$ cat src/rtl/tri_bbox_scanner_pkg.sv
// Shared types for the triangle bbox scanner: vertex/triangle layout, pixel request and frame size.
// Vertex i of a tri_2d occupies bits [i*32 +: 32], with x in the upper half.
package tri_bbox_scanner_pkg;

  localparam int FRAME_WIDTH  = 512;
  localparam int FRAME_HEIGHT = 384;
  localparam int COORD_W      = 16;
  localparam int COLOR_W      = 16;

  typedef struct packed {
    logic signed [COORD_W-1:0] x;
    logic signed [COORD_W-1:0] y;
  } vec2_i16;

  typedef vec2_i16 [2:0] tri_2d;

  typedef struct packed {
    logic [COORD_W-1:0] hcount;
    logic [COORD_W-1:0] vcount;
    tri_2d              tri2d;
    logic [COLOR_W-1:0] col;
    logic               last;
  } pix_req_t;

  typedef enum logic [1:0] {
    ST_IDLE,
    ST_BBOX,
    ST_SCAN
  } scan_state_t;

endpackage

$ cat src/rtl/tri_bbox_clamp.sv
// Combinational bounding box of a triangle, clamped to the frame.
// empty is set when the clamped box has no pixels (triangle fully off-screen).
module tri_bbox_clamp #(
  parameter int FRAME_WIDTH  = tri_bbox_scanner_pkg::FRAME_WIDTH,
  parameter int FRAME_HEIGHT = tri_bbox_scanner_pkg::FRAME_HEIGHT
) (
  input  tri_bbox_scanner_pkg::tri_2d                     tri_v,
  output logic [tri_bbox_scanner_pkg::COORD_W-1:0]        xmin,
  output logic [tri_bbox_scanner_pkg::COORD_W-1:0]        xmax,
  output logic [tri_bbox_scanner_pkg::COORD_W-1:0]        ymin,
  output logic [tri_bbox_scanner_pkg::COORD_W-1:0]        ymax,
  output logic                                            empty
);
  import tri_bbox_scanner_pkg::*;

  localparam logic signed [COORD_W-1:0] X_HI = COORD_W'(FRAME_WIDTH - 1);
  localparam logic signed [COORD_W-1:0] Y_HI = COORD_W'(FRAME_HEIGHT - 1);

  logic signed [COORD_W-1:0] vx [3];
  logic signed [COORD_W-1:0] vy [3];

  generate
    for (genvar gi = 0; gi < 3; gi++) begin : g_vert
      assign vx[gi] = tri_v[gi].x;
      assign vy[gi] = tri_v[gi].y;
    end
  endgenerate

  function automatic logic signed [COORD_W-1:0] smin3(
    input logic signed [COORD_W-1:0] a, b, c);
    logic signed [COORD_W-1:0] m;
    m = (a < b) ? a : b;
    return (c < m) ? c : m;
  endfunction

  function automatic logic signed [COORD_W-1:0] smax3(
    input logic signed [COORD_W-1:0] a, b, c);
    logic signed [COORD_W-1:0] m;
    m = (a > b) ? a : b;
    return (c > m) ? c : m;
  endfunction

  logic signed [COORD_W-1:0] min_x, max_x, min_y, max_y;
  logic signed [COORD_W-1:0] xmin_s, xmax_s, ymin_s, ymax_s;

  assign min_x = smin3(vx[0], vx[1], vx[2]);
  assign max_x = smax3(vx[0], vx[1], vx[2]);
  assign min_y = smin3(vy[0], vy[1], vy[2]);
  assign max_y = smax3(vy[0], vy[1], vy[2]);

  assign xmin_s = (min_x < 0)    ? '0   : min_x;
  assign xmax_s = (max_x > X_HI) ? X_HI : max_x;
  assign ymin_s = (min_y < 0)    ? '0   : min_y;
  assign ymax_s = (max_y > Y_HI) ? Y_HI : max_y;

  // Signed compare so a box lying entirely left of / above the frame is also empty.
  assign empty = (xmin_s > xmax_s) || (ymin_s > ymax_s);

  assign xmin = xmin_s;
  assign xmax = xmax_s;
  assign ymin = ymin_s;
  assign ymax = ymax_s;

endmodule

$ cat src/rtl/tri_bbox_scanner.sv
// Per-triangle raster scanner: accepts a triangle, clamps its bbox, emits box pixels in raster order.
// Optional TRI_BBOX_SCANNER_STATS_EN adds saturating triangle/cull/pixel counters.
module tri_bbox_scanner #(
  parameter int FRAME_WIDTH  = tri_bbox_scanner_pkg::FRAME_WIDTH,
  parameter int FRAME_HEIGHT = tri_bbox_scanner_pkg::FRAME_HEIGHT,
  parameter int COORD_BITS   = 16,
  parameter int COLOR_BITS   = 16
) (
  input  logic                    clk,
  input  logic                    rst,
  input  logic                    tri_valid,
  output logic                    tri_ready,
  input  logic [6*COORD_BITS-1:0] tri_in,
  input  logic [COLOR_BITS-1:0]   col_in,
  output logic                    pix_valid,
  input  logic                    pix_ready,
  output logic [COORD_BITS-1:0]   pix_hcount,
  output logic [COORD_BITS-1:0]   pix_vcount,
  output logic [6*COORD_BITS-1:0] pix_tri,
  output logic [COLOR_BITS-1:0]   pix_col,
  output logic                    pix_last,
  output logic                    busy
`ifdef TRI_BBOX_SCANNER_STATS_EN
  ,
  output logic [31:0]             stat_tris,
  output logic [31:0]             stat_culled,
  output logic [31:0]             stat_pixels
`endif
);
  import tri_bbox_scanner_pkg::*;

  scan_state_t        state_reg;
  logic               tri_ready_reg;
  logic               busy_reg;
  logic               pix_valid_reg;
  pix_req_t           pix_reg;
  logic [COORD_W-1:0] xmin_reg, xmax_reg, ymax_reg;

  logic [COORD_W-1:0] bb_xmin, bb_xmax, bb_ymin, bb_ymax;
  logic               bb_empty;

  // The latched triangle is stable through BBOX, so the clamp reads it directly.
  tri_bbox_clamp #(
    .FRAME_WIDTH (FRAME_WIDTH),
    .FRAME_HEIGHT(FRAME_HEIGHT)
  ) u_clamp (
    .tri_v(pix_reg.tri2d),
    .xmin (bb_xmin),
    .xmax (bb_xmax),
    .ymin (bb_ymin),
    .ymax (bb_ymax),
    .empty(bb_empty)
  );

  logic               tri_accept, pix_fire, x_wrap, last_next;
  logic [COORD_W-1:0] x_next, y_next;

  assign tri_accept = tri_valid && tri_ready_reg;
  assign pix_fire   = pix_valid_reg && pix_ready;
  assign x_wrap     = (pix_reg.hcount == xmax_reg);
  assign x_next     = x_wrap ? xmin_reg : pix_reg.hcount + 16'd1;
  assign y_next     = x_wrap ? pix_reg.vcount + 16'd1 : pix_reg.vcount;
  assign last_next  = (x_next == xmax_reg) && (y_next == ymax_reg);

  always_ff @(posedge clk or negedge rst) begin
    if (!rst) begin
      state_reg     <= ST_IDLE;
      tri_ready_reg <= 1'b1;
      busy_reg      <= 1'b0;
      pix_valid_reg <= 1'b0;
      pix_reg       <= '0;
      xmin_reg      <= '0;
      xmax_reg      <= '0;
      ymax_reg      <= '0;
    end else begin
      case (state_reg)
        ST_IDLE: begin
          if (tri_accept) begin
            pix_reg.tri2d <= tri_in;
            pix_reg.col   <= col_in;
            tri_ready_reg <= 1'b0;
            busy_reg      <= 1'b1;
            state_reg     <= ST_BBOX;
          end
        end
        ST_BBOX: begin
          if (bb_empty) begin
            tri_ready_reg <= 1'b1;
            busy_reg      <= 1'b0;
            state_reg     <= ST_IDLE;
          end else begin
            pix_reg.hcount <= bb_xmin;
            pix_reg.vcount <= bb_ymin;
            pix_reg.last   <= (bb_xmin == bb_xmax) && (bb_ymin == bb_ymax);
            xmin_reg       <= bb_xmin;
            xmax_reg       <= bb_xmax;
            ymax_reg       <= bb_ymax;
            pix_valid_reg  <= 1'b1;
            state_reg      <= ST_SCAN;
          end
        end
        ST_SCAN: begin
          if (pix_fire) begin
            if (pix_reg.last) begin
              pix_valid_reg <= 1'b0;
              pix_reg.last  <= 1'b0;
              tri_ready_reg <= 1'b1;
              busy_reg      <= 1'b0;
              state_reg     <= ST_IDLE;
            end else begin
              pix_reg.hcount <= x_next;
              pix_reg.vcount <= y_next;
              pix_reg.last   <= last_next;
            end
          end
        end
        default: begin
          pix_valid_reg <= 1'b0;
          tri_ready_reg <= 1'b1;
          busy_reg      <= 1'b0;
          state_reg     <= ST_IDLE;
        end
      endcase
    end
  end

  assign tri_ready  = tri_ready_reg;
  assign busy       = busy_reg;
  assign pix_valid  = pix_valid_reg;
  assign pix_hcount = pix_reg.hcount;
  assign pix_vcount = pix_reg.vcount;
  assign pix_tri    = pix_reg.tri2d;
  assign pix_col    = pix_reg.col;
  assign pix_last   = pix_reg.last;

`ifdef TRI_BBOX_SCANNER_STATS_EN
  logic [31:0] stat_tris_reg, stat_culled_reg, stat_pixels_reg;
  logic        cull_evt;

  assign cull_evt = (state_reg == ST_BBOX) && bb_empty;

  always_ff @(posedge clk or negedge rst) begin
    if (!rst) begin
      stat_tris_reg   <= '0;
      stat_culled_reg <= '0;
      stat_pixels_reg <= '0;
    end else begin
      if (tri_accept && (state_reg == ST_IDLE) && (stat_tris_reg != '1))
        stat_tris_reg <= stat_tris_reg + 32'd1;
      if (cull_evt && (stat_culled_reg != '1))
        stat_culled_reg <= stat_culled_reg + 32'd1;
      if (pix_fire && (stat_pixels_reg != '1))
        stat_pixels_reg <= stat_pixels_reg + 32'd1;
    end
  end

  assign stat_tris   = stat_tris_reg;
  assign stat_culled = stat_culled_reg;
  assign stat_pixels = stat_pixels_reg;
`endif

endmodule

$ cat config.mk
export PLATFORM = sky130hd
export DESIGN_NAME = tri_bbox_scanner
export DESIGN_NICKNAME = d
export VERILOG_FILES = /design/src/rtl/tri_bbox_scanner_pkg.sv /design/src/rtl/tri_bbox_clamp.sv /design/src/rtl/tri_bbox_scanner.sv
export SDC_FILE = /design/constraint.sdc
export NUM_CORES = 1
export LEC_CHECK = 0
export CAP_MARGIN = 5
export CORE_ASPECT_RATIO = 1.2
export CORE_UTILIZATION = 58
export DETAILED_ROUTE_END_ITERATION = 12
export PLACE_DENSITY = 0.87
export SYNTH_ARGS = -nofsm -noshare
export SYNTH_HDL_FRONTEND = slang
export SYNTH_HIERARCHICAL = 1
export SYNTH_SLANG_ARGS = --single-unit
$ cat constraint.sdc
create_clock -name clk -period 15.9 [get_ports clk]
set_input_delay 3.975 -clock clk [delete_from_list [all_inputs] [get_ports clk]]
set_output_delay 3.975 -clock clk [all_outputs]
set_load 0.01 [all_outputs]
Word-level counts from Yosys, hierarchy flattened
Cells that the tools add are included.
{"block": "word_totals", "input_bits": 116, "out_inout_bits": 148, "register_bits": 198}
{"block": "classes", "reduce_logical": 14, "bitwise": 2, "n_mux": 39, "addsub": 2, "magnitude_cmp": 14, "eq_ne": 13}
{"cell": "16-bit two-way mux", "n": 14}
{"cell": "16-bit > comparator", "n": 6}
{"cell": "32-bit two-way mux", "n": 3}
{"cell": "16-bit == test", "n": 5}
{"cell": "16-bit less-than comparator", "n": 4}
{"cell": "32-bit one-hot mux with 2 select lines", "n": 1}
{"cell": "16-bit by 1-bit adder with 16-bit output (second input constant)", "n": 2}
{"cell": "16-bit by 10-bit > comparator with 1-bit output (second input constant)", "n": 2}
{"cell": "16-bit by 1-bit less-than comparator with 1-bit output (second input constant)", "n": 2}
{"cell": "1-bit two-way mux", "n": 12}
{"cell": "2-bit inequality test (second input constant)", "n": 6}
{"cell": "4-bit AND reduction", "n": 3}
{"cell": "1-bit one-hot mux with 3 select lines", "n": 3}
{"cell": "2-bit two-way mux", "n": 4}
{"cell": "2-bit one-hot mux with 3 select lines", "n": 1}
{"cell": "3-bit AND reduction", "n": 2}
{"cell": "1-bit logical AND", "n": 4}
{"cell": "2-bit AND reduction", "n": 2}
{"cell": "2-bit by 1-bit == test with 1-bit output (second input constant)", "n": 1}
{"cell": "2-bit == test (second input constant)", "n": 1}
{"cell": "2-bit zero test", "n": 1}
{"cell": "1-bit NOT", "n": 2}
{"cell": "1-bit one-hot mux with 2 select lines", "n": 1}
{"cell": "2-bit nonzero test", "n": 1}
{"cell": "1-bit logical OR", "n": 1}

Longest topological paths before layout
{"block": "depth", "depth_word": 10, "ltp_mapped": 40, "ltp_nobuf": 36}

Modules after synthesis
Netlist, hierarchy kept.
{"module": "tri_bbox_scanner", "area_each_um2": 9499.1, "seq_area_each_um2": 4956.0, "instances": 1, "cells_per_inst": 810}
{"module": "tri_bbox_clamp", "area_each_um2": 4735.8, "seq_area_each_um2": 0.0, "instances": 1, "cells_per_inst": 679}

Worst setup path before layout
Ideal clock, no wire load.
{"block": "synth_timing", "path_kind": "flip-flop to flip-flop", "start": "reg pix_reg, in the netlist pix_tri[45]", "end": "reg xmax_reg[0]", "arrival_time_ns": 7.859, "setup_slack_ns": 7.916, "period_less_slack_ns": 7.984, "required_ns": 15.775, "stages_incl_launch_ff": 35, "path_cell_list": "dfrtp_1 -> inv_1 -> ha_1 -> a21o_1 -> a21o_1 -> a211oi_1 -> nand3_1 -> nand3_1 -> clkbuf_1 -> clkbuf_1 -> mux2i_1 -> ha_1 -> nand3_1 -> or3_1 -> a222oi_1 -> a21oi_1 -> mux2_2 -> clkbuf_1 -> a21oi_1 -> o41a_1 -> clkbuf_1 -> nand2b_1 -> ha_1 -> a21oi_1 -> nor2_1 -> a2111oi_0 -> a21o_1 -> a31oi_1 -> o21a_1 -> o21ai_0 -> nand4_1 -> nand2b_1 -> nor2_1 -> clkbuf_1 -> mux2_2"}
{"block": "synth_between", "elab_chain_len": 10, "elab_cells_between_ends": 16}
{"element": "start, declared", "line": "tri_bbox_scanner.sv:36", "text": "pix_req_t pix_reg;"}
{"element": "16-bit less-than comparator or 16-bit > comparator (tied branches)", "line": "tri_bbox_clamp.sv:32, tri_bbox_clamp.sv:39"}
{"element": "16-bit two-way mux (on tied branches)", "line": "tri_bbox_clamp.sv:32, tri_bbox_clamp.sv:39"}
{"element": "16-bit less-than comparator or 16-bit > comparator (tied branches)", "line": "tri_bbox_clamp.sv:33, tri_bbox_clamp.sv:40"}
{"element": "16-bit two-way mux (on tied branches)", "line": "tri_bbox_clamp.sv:33, tri_bbox_clamp.sv:40"}
{"element": "16-bit by 1-bit less-than comparator with 1-bit output or 16-bit by 10-bit > comparator with 1-bit output (tied branches)", "line": "tri_bbox_clamp.sv:53, tri_bbox_clamp.sv:54"}
{"element": "16-bit two-way mux (on tied branches)", "line": "tri_bbox_clamp.sv:53, tri_bbox_clamp.sv:54"}
{"element": "16-bit > comparator (*)", "line": "tri_bbox_clamp.sv:57", "text": "assign empty = (xmin_s > xmax_s) || (ymin_s > ymax_s);"}
{"element": "1-bit logical OR (*)", "line": "tri_bbox_clamp.sv:57"}
{"element": "net bb_empty", "line": "tri_bbox_scanner.sv:40", "text": "logic bb_empty;"}
{"element": "1-bit NOT (no source line) (*)"}
{"element": "2-bit AND reduction (no source line) (*)"}
{"element": "end signal, assigned", "line": "tri_bbox_scanner.sv:96", "text": "xmax_reg <= bb_xmax;"}
{"element": "end, declared", "line": "tri_bbox_scanner.sv:37", "text": "logic [COORD_W-1:0] xmin_reg, xmax_reg, ymax_reg;"}
The timed path passes the listed nets; every way through them passes the cells marked *.
A chain may end at the register's enable or synchronous reset.

Worst setup path after layout
{"block": "layout_timing", "start": "reg pix_reg, in the netlist pix_tri[63]", "end": "reg pix_reg, in the netlist pix_vcount[1]"}
{"block": "layout_between", "elab_chain_len": 10, "elab_cells_between_ends": 16}
{"element": "16-bit less-than comparator or 16-bit > comparator (tied branches)", "line": "tri_bbox_clamp.sv:32, tri_bbox_clamp.sv:39"}
{"element": "16-bit two-way mux (on tied branches)", "line": "tri_bbox_clamp.sv:32, tri_bbox_clamp.sv:39"}
{"element": "16-bit less-than comparator or 16-bit > comparator (tied branches)", "line": "tri_bbox_clamp.sv:33, tri_bbox_clamp.sv:40"}
{"element": "16-bit two-way mux (on tied branches)", "line": "tri_bbox_clamp.sv:33, tri_bbox_clamp.sv:40"}
{"element": "16-bit by 1-bit less-than comparator with 1-bit output or 16-bit by 10-bit > comparator with 1-bit output (tied branches)", "line": "tri_bbox_clamp.sv:51, tri_bbox_clamp.sv:52"}
{"element": "16-bit two-way mux (on tied branches)", "line": "tri_bbox_clamp.sv:51, tri_bbox_clamp.sv:52"}
{"element": "16-bit > comparator (*)", "line": "tri_bbox_clamp.sv:57"}
{"element": "1-bit logical OR (*)", "line": "tri_bbox_clamp.sv:57"}
{"element": "net bb_empty", "line": "tri_bbox_scanner.sv:40"}
{"element": "2-bit inequality test (no source line) (*)"}
{"element": "4-bit AND reduction (no source line) (*)"}
Marks and branches as above.

==> impl_metrics.csv <==
group,metric,value,unit
routing,vias,12784,
global_route,grt_use_met2,55.9,%
power,p_seq_share,47.8,%
clocking,clk_path_buf_depth,2,
power,swShare,26.3,%
critical_path,path_class,"reg2reg",
critical_path,cp-end-kind,"flop",
timing,hold_viol,0,
flow_run,max-cap-violations,0,
timing,max_slew_margin,26.8,%
global_route,track_usage,34.5,%
timing,fin_crit,9880,ps
placement,globalplace.congestion,0.947,
critical_path,cp_slowest_cell,"a2111oi_0",
power,leakage,8.55,nW
floorplanning,rows,62,
global_route,grt_overflow,0,
logic_synthesis,synth_top_area_share,34.6,%
timing,rsz0062_at_grt,"no",
floorplanning,start_util,59.2,%
timing,finalCritPeriodShare,62.2,%
floorplanning,core_area,24000,um2
critical_path,slowest_delay,770,ps
critical_path,critical_path_arrival,10270,ps
finish,final_nets,1955,
run_status,status,"complete, no violations",
power,power_per_cell_area,62.6,nW/um2
logic_synthesis,synth_edf_count,0,
global_route,use_met3,6.58,%
worst_hold_path,hold_path.class,"reg2reg",
clocking,worstSkewPairLatency,470,ps
finish,seq_area,4960,um2
floorplanning,die_w,145,um
global_route,use_met1,45.1,%
critical_path,cp-start-kind,"flop",
finish,antenna_cells,0,
finish,multiInputGateArea,8720,um2
clocking,clock_sink_count,198,
routing,totalWireLength,42900,um
logic_synthesis,synth_cell_types,67,
logic_synthesis,synth_area_leader_cell,"dfrtp_1",
clocking,postCtsHoldBufs,0,
finish,synthToLayoutAreaGrowth,24.1,%
power,power_frac_comb,10.5,%
worst_hold_path,hold_end,"pix_col[15]",
global_route,grt.busiest_layer,"met2",
timing,worst_pin_slew,1090,ps
routing,drc,0,
critical_path,r2r_cells,35,
power,p_sw,292,uW
clocking,path_clk_slew,80,ps
logic_synthesis,avgSynthCellArea,9.56,um2
routing,ant_nets,0,
logic_synthesis,yosys_warnings,6,
timing,fin_skew,16.5,ps
global_route,grt_pass1_vias,12776,
power,vdd_drop_max,0.0821,mV
critical_path,timing.rr.start,"pix_tri[63]",
worst_hold_path,hold_depth,1,
logic_synthesis,post_synth_main_area_contributors,"dfrtp_1 35%, mux2_2 13%, ha_1 11%, a21oi_1 4.4%, xnor2_1 4.0%",
routing,dr.pass1.iters,8,
logic_synthesis,synth_flop_cell,"dfrtp_1",
critical_path,critical_path.max_fanout,53,
power,pwr-share-clk,41.6,%
critical_path,r2r_slack,6020,ps
placement,port_buffers,263,
logic_synthesis,synth_cells,1489,
clocking,htreeDepth,4,
timing,fmax,101,MHz
timing,setup_viol,0,
logic_synthesis,ys_seq_area_share,34.8,%
routing,via_per_inst,6.25,
clocking,cts_setup_buffers,0,
global_route,grt_first_pass_wirelength,68900,um
finish,fillCellCount,1718,
routing,drt_iter0_markers,1048,
global_route,antenna_found_initial,0,
placement,hpwlAfterDp,32400,um
timing,holdWs,510,ps
routing,wl_per_cell,21.0,um
critical_path,cp.required,16280,ps
logic_synthesis,synth_seq_cells,198,
clocking,ctsResizeCount,0,
logic_synthesis,syn_area,14200,um2
logic_synthesis,yosysMostFrequentCell,"dfrtp_1",
power,power,1.11,mW
clocking,cts-root-buf,"clkbuf_16",
clocking,cts_buffers,17,
finish,largest_register_ffs,96,
logic_synthesis,synthArstFlopShare,100,%
floorplanning,pin_count,264,
timing,slew_violations,0,
worst_hold_path,worstHoldStart,"pix_col[15]",
floorplanning,dieArea,25200,um2
global_route,grt_max_degree,122,
logic_synthesis,synth_common_cells,"197 x dfrtp_1, 160 x mux2_2, 133 x nor2_1, 126 x a21oi_1, 126 x ha_1",
critical_path,rr_endpoint,"pix_vcount[1]",
floorplanning,fp.dieH,174,um
power,power.internal,815,uW
clocking,cts_tree,"done",
timing,setup-tns-final,0,ps
finish,drive_gt1_share,13.2,%
[per-stage QoR]
stage	util, %	instances	area, um2	worst slack [ps]
after floorplan	-	1490	14200	7920
after global placement	71.0	2014	17100	6570
after detailed placement	71.0	2014	17100	6250
after CTS	73.5	2046	17700	6130
after global routing	73.5	2046	17700	5320
final	73.5	2046	17700	6020
[cell families (layout without fill, tap and decap cells)]
| group | after synthesis | in the layout | share of synthesized area (%) |
|---|---|---|---|
| other | 1 | 2 | 0.0263 |
| adder cells (fa/ha/maj) | 126 | 126 | 11.1 |
| AO/OA/AOI/OAI | 331 | 331 | 15.0 |
| XOR/XNOR | 101 | 101 | 6.21 |
| multiplexers | 204 | 204 | 15.8 |
| AND/OR/NAND/NOR | 384 | 384 | 13.0 |
| flip-flops | 198 | 198 | 34.8 |
| buffers and inverters | 144 | 380 | 4.11 |
[cell usage in the layout, fill, tap and decap left out, types with 6 or more instances in the layout]
master             n
o21a_1            11
a21oi_1          126
clkdlybuf4s50_1  262
a21o_1            28
nor2b_1           10
mux2_2           160
clkbuf_16         17
a31oi_1           14
nand2b_1           9
xnor2_1           65
nand4_1           37
or2_2             14
o211ai_1           6
dfrtp_1          197
nor3_1            16
xor2_1            36
buf_4              9
a211oi_1           6
inv_1             75
nand3_1           29
nand2_1           79
o31ai_1            8
o21ai_0           54
o2bb2ai_1         29
mux2i_1           44
nor2_1           131
a2111oi_0          7
nor4_1            19
o22ai_1            9
ha_1             126
or2_1              9
[power groups by stage]
stage / Combinational, mW / Sequential (mW) / Clock [mW]
6_report: 0.117 / 0.529 / 0.461
5_1_grt: 0.127 / 0.531 / 0.482
4_1_cts: 0.117 / 0.529 / 0.462
3_5_place_dp: 0.115 / 0.539 / 0
3_3_place_gp: 0.113 / 0.538 / 0
2_1_floorplan: 0.0539 / 0.534 / 0
[area by class of cell]
type                    instances  share of cell area, %
clock buffers                  19                   2.51
clock inverters                13                  0.921
inverters                      76                   1.61
multi-input cells            1148                   49.3
flip-flops and latches        198                   28.1
well taps                     320                   2.27
repair buffers                272                   15.3
[per-layer routing]
layer / part of all wire [%] / up-vias
met3: 8.4 / 115
met2: 47 / 671
met5: 0 / -
met4: 3.6 / 0
met1: 41 / 6147
li1: - / 5851
[worst max-delay path: cells and delay by family, from the launching register on]
kind                     cells  cell delay [ps]
adder cells (fa/ha/maj)      3              940
AO/OA/AOI/OAI               12             3730
buffers and inverters        4             1120
multiplexers                 1              420
flip-flops                   1              380
AND/OR/NAND/NOR             15             3170
[worst max-delay path by stage]
stage | start | slack, ps | depth (start not counted) | endpoint
3_3_place_gp | pix_tri[63] | 6570 | 35 | pix_vcount[1]
6_report | pix_tri[63] | 6020 | 35 | pix_vcount[1]
5_1_grt | pix_tri[63] | 5320 | 35 | pix_vcount[9]
4_1_cts | pix_tri[63] | 6130 | 35 | pix_vcount[1]
2_1_floorplan | pix_tri[45] | 7920 | 34 | xmax_reg[0]
3_5_place_dp | pix_tri[63] | 6250 | 34 | pix_hcount[12]
Note: power is estimated with default switching activity, not from simulation.
